**src/rtl/axi_hdr_pkg.sv**
```systemverilog
`default_nettype none
// ============================================================================
// Module   : axi_hdr_pkg
// Purpose  : Shared types and helpers for the header-insert arbiter and its
//            neighbours (benches, inserter checker).
// Revision : 1.0 - initial release
// ============================================================================
package axi_hdr_pkg;

  // Arbiter control states
  typedef enum logic [1:0] {
    IDLE  = 2'd0,
    OFFER = 2'd1,
    BUSY  = 2'd2
  } hdr_state_e;

  // Plain-vector encodings of the same states for the state register
  localparam logic [1:0] ST_IDLE  = 2'd0;
  localparam logic [1:0] ST_OFFER = 2'd1;
  localparam logic [1:0] ST_BUSY  = 2'd2;

  // Keep mask implied by a byte count: count n means n+1 valid low bytes.
  // A count too large for 32 bits saturates to all ones.
  function automatic logic [31:0] keep_from_cnt(input logic [31:0] cnt);
    keep_from_cnt = (32'd1 << (cnt + 32'd1)) - 32'd1;
  endfunction

endpackage : axi_hdr_pkg
`default_nettype wire

```
**src/rtl/hdr_rr_arbiter.sv**
```systemverilog
`default_nettype none
// ============================================================================
// Module   : hdr_rr_arbiter
// Purpose  : Combinational round-robin picker. Searches upward from the slot
//            after ptr (with wrap) and returns the first active request.
// Revision : 1.0 - initial release
// ============================================================================
module hdr_rr_arbiter #(
  parameter int NUM_REQ   = 4,
  parameter int REQ_ID_WD = $clog2(NUM_REQ)
) (
  input  logic [NUM_REQ-1:0]   req,
  input  logic [REQ_ID_WD-1:0] ptr,
  output logic [NUM_REQ-1:0]   gnt_onehot,
  output logic [REQ_ID_WD-1:0] gnt_idx,
  output logic                 any
);

  logic [REQ_ID_WD-1:0] cand;

  // Walk candidates ptr+1 .. ptr+NUM_REQ; the first hit wins
  always_comb begin
    gnt_onehot = '0;
    gnt_idx    = '0;
    any        = 1'b0;
    cand       = '0;
    for (int k = 1; k <= NUM_REQ; k++) begin
      cand = REQ_ID_WD'((32'(ptr) + 32'(k)) % 32'(NUM_REQ));
      if (!any && req[cand]) begin
        any              = 1'b1;
        gnt_idx          = cand;
        gnt_onehot[cand] = 1'b1;
      end
    end
  end

endmodule : hdr_rr_arbiter
`default_nettype wire

```
**src/rtl/axi_stream_header_arbiter.sv**
```systemverilog
`default_nettype none
// ============================================================================
// Module   : axi_stream_header_arbiter
// Purpose  : Shares the single header-insert port of the stream inserter
//            among NUM_REQ header sources, one header per packet, holding the
//            grant until the inserter's payload input completes its last beat.
// Revision : 1.0 - initial release
// ============================================================================
module axi_stream_header_arbiter
  import axi_hdr_pkg::*;
#(
  parameter int DATA_WD      = 16,
  parameter int DATA_BYTE_WD = DATA_WD / 8,
  parameter int BYTE_CNT_WD  = $clog2(DATA_BYTE_WD),
  parameter int NUM_REQ      = 4,
  parameter int REQ_ID_WD    = $clog2(NUM_REQ)
) (
  input  logic                            clk,
  input  logic                            rst_n,
  input  logic [NUM_REQ-1:0]              req_valid,
  input  logic [NUM_REQ*DATA_WD-1:0]      req_data,
  input  logic [NUM_REQ*DATA_BYTE_WD-1:0] req_keep,
  input  logic [NUM_REQ*BYTE_CNT_WD-1:0]  req_byte_cnt,
  output logic [NUM_REQ-1:0]              req_ready,
  output logic                            valid_insert,
  output logic [DATA_WD-1:0]              data_insert,
  output logic [DATA_BYTE_WD-1:0]         keep_insert,
  output logic [BYTE_CNT_WD-1:0]          byte_insert_cnt,
  input  logic                            ready_insert,
  input  logic                            mon_valid_in,
  input  logic                            mon_ready_in,
  input  logic                            mon_last_in,
  output logic [REQ_ID_WD-1:0]            grant_id,
  output logic                            grant_active,
  output logic                            hdr_err
);

  logic [1:0]              state_q, state_d;
  logic                    pend_q, pend_d;
  logic [REQ_ID_WD-1:0]    rr_ptr_q;
  logic [REQ_ID_WD-1:0]    gid_q;
  logic [DATA_WD-1:0]      data_q;
  logic [DATA_BYTE_WD-1:0] keep_q;
  logic [BYTE_CNT_WD-1:0]  cnt_q;
  logic                    err_q;

  logic                    w_pkt_end;
  logic                    w_idle;
  logic                    w_capture;
  logic                    w_any;
  logic [NUM_REQ-1:0]      w_gnt_onehot;
  logic [REQ_ID_WD-1:0]    w_gnt_idx;
  logic [DATA_WD-1:0]      w_sel_data;
  logic [DATA_BYTE_WD-1:0] w_sel_keep;
  logic [BYTE_CNT_WD-1:0]  w_sel_cnt;
  logic [31:0]             w_keep_exp;
  logic                    w_keep_bad;

  logic [DATA_WD-1:0]      w_data_arr [NUM_REQ];
  logic [DATA_BYTE_WD-1:0] w_keep_arr [NUM_REQ];
  logic [BYTE_CNT_WD-1:0]  w_cnt_arr  [NUM_REQ];

  // Split the packed requester buses into per-requester slots
  for (genvar i = 0; i < NUM_REQ; i++) begin : g_unpack
    assign w_data_arr[i] = req_data[i*DATA_WD +: DATA_WD];
    assign w_keep_arr[i] = req_keep[i*DATA_BYTE_WD +: DATA_BYTE_WD];
    assign w_cnt_arr[i]  = req_byte_cnt[i*BYTE_CNT_WD +: BYTE_CNT_WD];
  end

  hdr_rr_arbiter #(
    .NUM_REQ   (NUM_REQ),
    .REQ_ID_WD (REQ_ID_WD)
  ) u_rr (
    .req        (req_valid),
    .ptr        (rr_ptr_q),
    .gnt_onehot (w_gnt_onehot),
    .gnt_idx    (w_gnt_idx),
    .any        (w_any)
  );

  assign w_pkt_end  = mon_valid_in & mon_ready_in & mon_last_in;
  // Reset gates the strobe so no requester believes it was captured
  assign w_idle     = rst_n & (state_q == ST_IDLE);
  assign w_capture  = w_idle & w_any;

  assign w_sel_data = w_data_arr[w_gnt_idx];
  assign w_sel_keep = w_keep_arr[w_gnt_idx];
  assign w_sel_cnt  = w_cnt_arr[w_gnt_idx];
  // A count beyond the bus width also reads as inconsistent
  assign w_keep_exp = keep_from_cnt(32'(w_sel_cnt));
  assign w_keep_bad = (32'(w_sel_keep) != w_keep_exp);

  // Next-state logic; pend_d remembers a packet end seen before the accept
  always_comb begin
    state_d = state_q;
    pend_d  = pend_q;
    case (state_q)
      ST_IDLE: begin
        if (w_any) state_d = ST_OFFER;
      end
      ST_OFFER: begin
        if (ready_insert) begin
          state_d = (pend_q | w_pkt_end) ? ST_IDLE : ST_BUSY;
          pend_d  = 1'b0;
        end else if (w_pkt_end) begin
          pend_d  = 1'b1;
        end
      end
      ST_BUSY: begin
        if (w_pkt_end) state_d = ST_IDLE;
      end
      default: begin
        state_d = ST_IDLE;
        pend_d  = 1'b0;
      end
    endcase
  end

  // State, capture registers and the one-cycle keep-error pulse
  always_ff @(posedge clk) begin
    if (!rst_n) begin
      state_q  <= ST_IDLE;
      pend_q   <= 1'b0;
      rr_ptr_q <= REQ_ID_WD'(NUM_REQ - 1);
      gid_q    <= '0;
      data_q   <= '0;
      keep_q   <= '0;
      cnt_q    <= '0;
      err_q    <= 1'b0;
    end else begin
      state_q <= state_d;
      pend_q  <= pend_d;
      err_q   <= w_capture & w_keep_bad;
      if (w_capture) begin
        rr_ptr_q <= w_gnt_idx;
        gid_q    <= w_gnt_idx;
        data_q   <= w_sel_data;
        keep_q   <= w_sel_keep;
        cnt_q    <= w_sel_cnt;
      end
    end
  end

  assign req_ready       = {NUM_REQ{w_idle}} & w_gnt_onehot;
  assign valid_insert    = (state_q == ST_OFFER);
  assign grant_active    = (state_q != ST_IDLE);
  assign grant_id        = gid_q;
  assign data_insert     = data_q;
  assign keep_insert     = keep_q;
  assign byte_insert_cnt = cnt_q;
  assign hdr_err         = err_q;

endmodule : axi_stream_header_arbiter
`default_nettype wire

```
**config.mk**
```make
export PLATFORM = sky130hd
export DESIGN_NAME = axi_stream_header_arbiter
export DESIGN_NICKNAME = d
export VERILOG_FILES = /design/src/rtl/axi_hdr_pkg.sv /design/src/rtl/hdr_rr_arbiter.sv /design/src/rtl/axi_stream_header_arbiter.sv
export SDC_FILE = /design/constraint.sdc
export NUM_CORES = 1
export LEC_CHECK = 0
export CORE_MARGIN = 2
export CORE_UTILIZATION = 41
export CTS_CLUSTER_SIZE = 16
export DETAILED_ROUTE_END_ITERATION = 10
export GPL_TIMING_DRIVEN = 0
export PLACE_DENSITY = 0.79
export SYNTH_ARGS = -nofsm -noshare
export SYNTH_HDL_FRONTEND = slang
export SYNTH_SLANG_ARGS = --single-unit
```
**constraint.sdc**
```tcl
create_clock -name clk -period 3.83 [get_ports clk]
set_clock_uncertainty 0.2 [all_clocks]
set_input_delay 0.766 -clock clk [delete_from_list [all_inputs] [get_ports clk]]
set_output_delay 0.766 -clock clk [all_outputs]
set_load 0.02 [all_outputs]
```
# Word level (Yosys, flattened, before mapping)
# Index checks and enable logic that the tools add are counted.
# Widths: inputs -> output; s select.
# op_classes
n_addsub	6
n_lt_le_gt_ge	9
n_eq_ne	7
shift	1
mux	45
bitwise	12
reduce_logical	15
# ops
operator	n
$bmux 16 s2	1
$mux 16	2
$ne 2x32->1	1
$shl 1x2->32 const A	1
$sub 32x1->32 const B	1
$mux 2	10
$mux 1	16
$mux 4	4
$lt 2x3->1 const B	4
$or 4x4->4	3
$bmux 1 s2	5
$demux 1 s2	4
$ge 2x1->1 const B	4
$logic_and 1x1->1	7
$pmux 2 s3	1
$and 1x1->1	5
$add 2x1->2 const B	2
$add 2x2->2 const B	2
$and 4x4->4	1
$bmux 2 s2	1
$ne 2x2->1 const B	2
$ge 3x3->1 const B	1
$logic_not 1->1	3
$ne 3x1->1 const B	1
other kinds (13)	13
# totals
register_bits	27
in_bits	86
word_cells	103

# Depth between registers and ports, before layout
# Gate-level depths: netlist (run 1).
# depth
ltp_word	22
depth_mapped	13
depth_no_buf	9

# Cells and area by module
# A second synthesis (run 1) with hierarchy kept.
# hier_totals
cells_unflattened	235
area_unflattened_um2	2148.3
# modules_own_cells
mod	n_inst	cells_per_inst	area_per_inst_um2	seq_area_each_um2
axi_stream_header_arbiter	1	149	1519.0	540.5
hdr_rr_arbiter	1	86	629.4	0.0

# Worst setup path before layout (run 1)
# Ideal clock, no wire load.
# synth_path
path_type	register to output
from	register rr_ptr_q[0]
to	output port req_ready[0]
arrival_time_ns	2.739
required_ns	2.864
path_slack_ns	0.125
path_stages_with_launch	11
cell_sequence	dfxtp_1 -> buf_2 -> inv_1 -> ha_1 -> mux2i_1 -> and2_1 -> clkbuf_1 -> o21bai_1 -> clkbuf_1 -> o21ai_0 -> a21oi_1
# synth_between
elab_chain_cells	14
# synth_rtl
element	line	source
start: declaration	axi_stream_header_arbiter.sv:40	logic [REQ_ID_WD-1:0] rr_ptr_q;
start signal: assignment	axi_stream_header_arbiter.sv:124	rr_ptr_q <= REQ_ID_WD'(NUM_REQ - 1);
start signal: assignment	axi_stream_header_arbiter.sv:135	rr_ptr_q <= w_gnt_idx;
parallel branches: the longest is 12 deep, another holds $lt 2x3->1	--	
$mux 4 (*)	hdr_rr_arbiter.sv:29	if (!any && req[cand]) begin
$and 4x4->4 (*)	axi_stream_header_arbiter.sv:144	assign req_ready = {NUM_REQ{w_idle}} & w_gnt_onehot;
end: declaration	axi_stream_header_arbiter.sv:24	output logic [NUM_REQ-1:0] req_ready,
# Mark *: on every way between the ends. The select of a mux whose other input is x is not followed.

# Worst setup path after layout (run 1)
# layout_path
from	register rr_ptr_q[0]
to	output port req_ready[2]
# The elaborated chain is that of the path after synthesis.

==> metrics.csv, run 1 <==
stage;metric;value;unit
sta;Final min period;3.68;ns
flow_run;max-cap violation count;0;
cts;CTS tree;built;
logic_synthesis;Cells after Synth;288;
grt;GRT overflow;0;
placement;IO Port Bufs;113;
hold_path;hold endpoint;data_insert[0];
route;Residual DRC;0;
logic_synthesis;post-synthesis cell type count;48;
logic_synthesis;Post-synth EDFFs;0;
cts;clk slew on worst S/H paths;0.10;ns
logic_synthesis;Avg Synthesized Cell Area;8.04;sq um
logic_synthesis;Mapped Nets;382;
worst_setup_path;Critical Path AT;2.72;ns
sta;Hold Slack;0.267;ns
power;Max VDD drop;0.362;mV
cts;Skew-Pair Late Insertion Delay;0.28;ns
route;remaining antenna violation count;0;
finish;design area;3650;sq um
route;via count;2919;
logic_synthesis;ys async rst share;0;
placement;GP Congestion;0.849;
logic_synthesis;sequential-to-total area share from yosys stat;0.233;
worst_setup_path;RR Endpoint;data_insert[3];
finish;most frequent cells in the layout;105 x clkdlybuf4s50_1, 41 x a21oi_1, 34 x o221ai_1;
sta;Max-slew headroom;0.637;
sta;Final Hold Fails;0;
route;TritonRoute pass-1 iters;4;
cts;# clock sinks;27;
grt;initial antenna violation count;0;
worst_setup_path;R2R Setup Slk;0.63;ns
worst_setup_path;reg2reg path depth;12;
die;Initial Util;0.423;
grt;first-pass GRT wire length;13100;um
worst_setup_path;WP data required;2.86;ns
logic_synthesis;synthesized cell area;2320;sq um
grt;gr usage total;0.256;
sta;setup violators final;0;
finish;ANT cells;0;
logic_synthesis;YS warnings;0;
cts;H-tree depth;1;
cts;CTS root buffer;clkbuf_8;
worst_setup_path;Crit Path Max Fanout;10;
worst_setup_path;CP Capture Type;primary output;
hold_path;Min-Delay Path Depth;1;
die;num ports;114;
finish;area delta synth->final;57.7;%
die;chip width;79.2;um
worst_setup_path;r2r startpoint;rr_ptr_q[0];
sta;slew of the pin with the lowest slew margin;0.544;ns
logic_synthesis;top_reg_cell synth;dfxtp_1;
route;final WL;8290;um
worst_setup_path;CP startpoint kind;flip-flop;
cts;cts bufs inserted;3;
worst_setup_path;Setup CP Type;flip-flop to primary output;
sta;setup_tns;0;ns
die;die area;6270;sq um
sta;RSZ-0062 raised after global routing;false;
power;Cell Pwr Density;639;nW/um^2
sta;Final period util;0.961;
route;via/cell ratio;6.11;
outcome;status;complete, no violations;
grt;largest net degree at the start of global routing;15;
sta;max-slew violations;0;
logic_synthesis;post-synthesis register bit count;27;
finish;most common cell after layout, fill and taps aside;clkdlybuf4s50_1;
placement;placed instance area;3540;sq um
die;Cell Rows;27;
finish;layout cells sized above 1;0.118;
cts;worst-case clock buffer depth;2;
die;Core ar.;5470;sq um
power;leakage power;1.43;nW
hold_path;Hold WC Path Type;flip-flop to flip-flop;
placement;Detailed Place HPWL;6150;um
grt;vias in the first global route;2748;
hold_path;hold_sp;data_insert[0];
die;Die Y;79.2;um
sta;Max Freq;0.272;GHz
finish;# nets final;501;
power;Design Power;2.33;mW
route;Initial DRC Count;265;
route;routed wire length per instance;17.3;um
==> through the flow <==
stage / worst slack [ns] / instances / utilization
2_1_floorplan: 0.125 / 288 / -
3_3_place_gp: -0.696 / 473 / 0.646
3_5_place_dp: -0.798 / 473 / 0.646
4_1_cts: 0.00834 / 478 / 0.663
5_1_grt: 0.00654 / 478 / 0.667
6_report: 0.148 / 478 / 0.667
==> registers in the layout, summed over array words and instances (netlist names) <==
name             cells
data_insert         16
grant_id             2
keep_insert          2
rr_ptr_q             2
state_q              2
byte_insert_cnt      1
hdr_err              1
pend_q               1
==> metal layers <==
layer  track usage  wire [um]  up-vias
met4        0.0948        280        0
met1         0.361       3860     1351
met5             0          0        -
li1              -          -     1407
met3        0.0239        442       23
met2         0.403       3710      138
==> cell usage after synthesis, types with 2 or more instances <==
master | instances | area [sq um]
buf_2 | 16 | 80.1
a21oi_1 | 41 | 205
mux4_2 | 3 | 67.6
a211o_1 | 16 | 140
nor3b_1 | 2 | 15.0
mux2_2 | 2 | 22.5
a22oi_1 | 4 | 30.0
clkbuf_1 | 13 | 48.8
inv_1 | 3 | 11.3
ha_1 | 8 | 100
o21ai_1 | 4 | 20.0
mux2i_1 | 3 | 30.0
o22ai_1 | 33 | 206
nor2_1 | 8 | 30.0
nand3_1 | 3 | 15.0
o22a_2 | 2 | 20.0
o21ai_0 | 9 | 45.0
o221ai_1 | 34 | 298
and2_1 | 6 | 37.5
nand2_1 | 16 | 60.1
nand4_1 | 2 | 12.5
dfxtp_1 | 27 | 541
or4_1 | 2 | 15.0
nand3b_1 | 3 | 22.5
nand2b_1 | 3 | 18.8
or3_1 | 2 | 12.5
a31oi_1 | 2 | 12.5
==> report_power, final <==
| part | total (mW) | switching (mW) | internal [mW] |
|---|---|---|---|
| Clock | 0.167 | 0.0922 | 0.0747 |
| Sequential | 0.479 | 0.0791 | 0.400 |
| Combinational | 1.69 | 0.923 | 0.763 |
==> layout make-up <==
cell class / count / area, sq um
plain buffers: 29 / 146
clock buffers: 4 / 45.0
fillers: 479 / 1820
inverters: 3 / 15.0
multi-input cells: 228 / 1650
flip-flops and latches: 27 / 546
well taps: 72 / 90.1
repair buffers: 115 / 1160
==> worst max path at each step <==
| stage | from | endpoint | slack [ns] | cells past startpoint |
|---|---|---|---|---|
| global placement | rr_ptr_q[0] | req_ready[2] | -0.70 | 11 |
| global route | rr_ptr_q[0] | req_ready[1] | 0.007 | 10 |
| floorplan | rr_ptr_q[0] | req_ready[0] | 0.13 | 10 |
| finish | rr_ptr_q[0] | req_ready[2] | 0.15 | 10 |
| CTS | req_valid[1] | req_ready[2] | 0.008 | 7 |
| detailed placement | rr_ptr_q[0] | req_ready[2] | -0.80 | 11 |
==> cell families (layout without fill, tap and decap cells) <==
logic type	after synthesis	after routing	share of synthesized area
buffers and inverters	33	151	0.0654
AND/OR/NAND/NOR	56	56	0.136
flip-flops	27	27	0.233
AO/OA/AOI/OAI	155	155	0.466
multiplexers	8	8	0.0519
XOR/XNOR	1	1	0.00378
adder cells (fa/ha/maj)	8	8	0.0432
==> critical path, stage by stage (launching register included) <==
cell             delay [ns]
dfxtp_4                0.43
buf_6                  0.17
clkinvlp_4             0.13
ha_4                   0.31
mux2i_1                0.24
and2_4                 0.22
o21bai_2               0.18
buf_4                  0.22
o21ai_0                0.10
a21oi_1                0.16
clkdlybuf4s15_2        0.28
==> timing repair <==
action	4_1_cts	5_1_grt
endpoints found under the setup margin	4	4
gates resized for setup	21	11
buffers inserted	2	0
gates cloned	0	0
hold buffers	0	0
Power figures use the tool's default switching activity.
==> run 2, diff against run 1 <==
ABC_AREA = 0   (was not set)
==> results of run 2 <==
The final DEF is identical to that of run 1; final timing and power are the same.
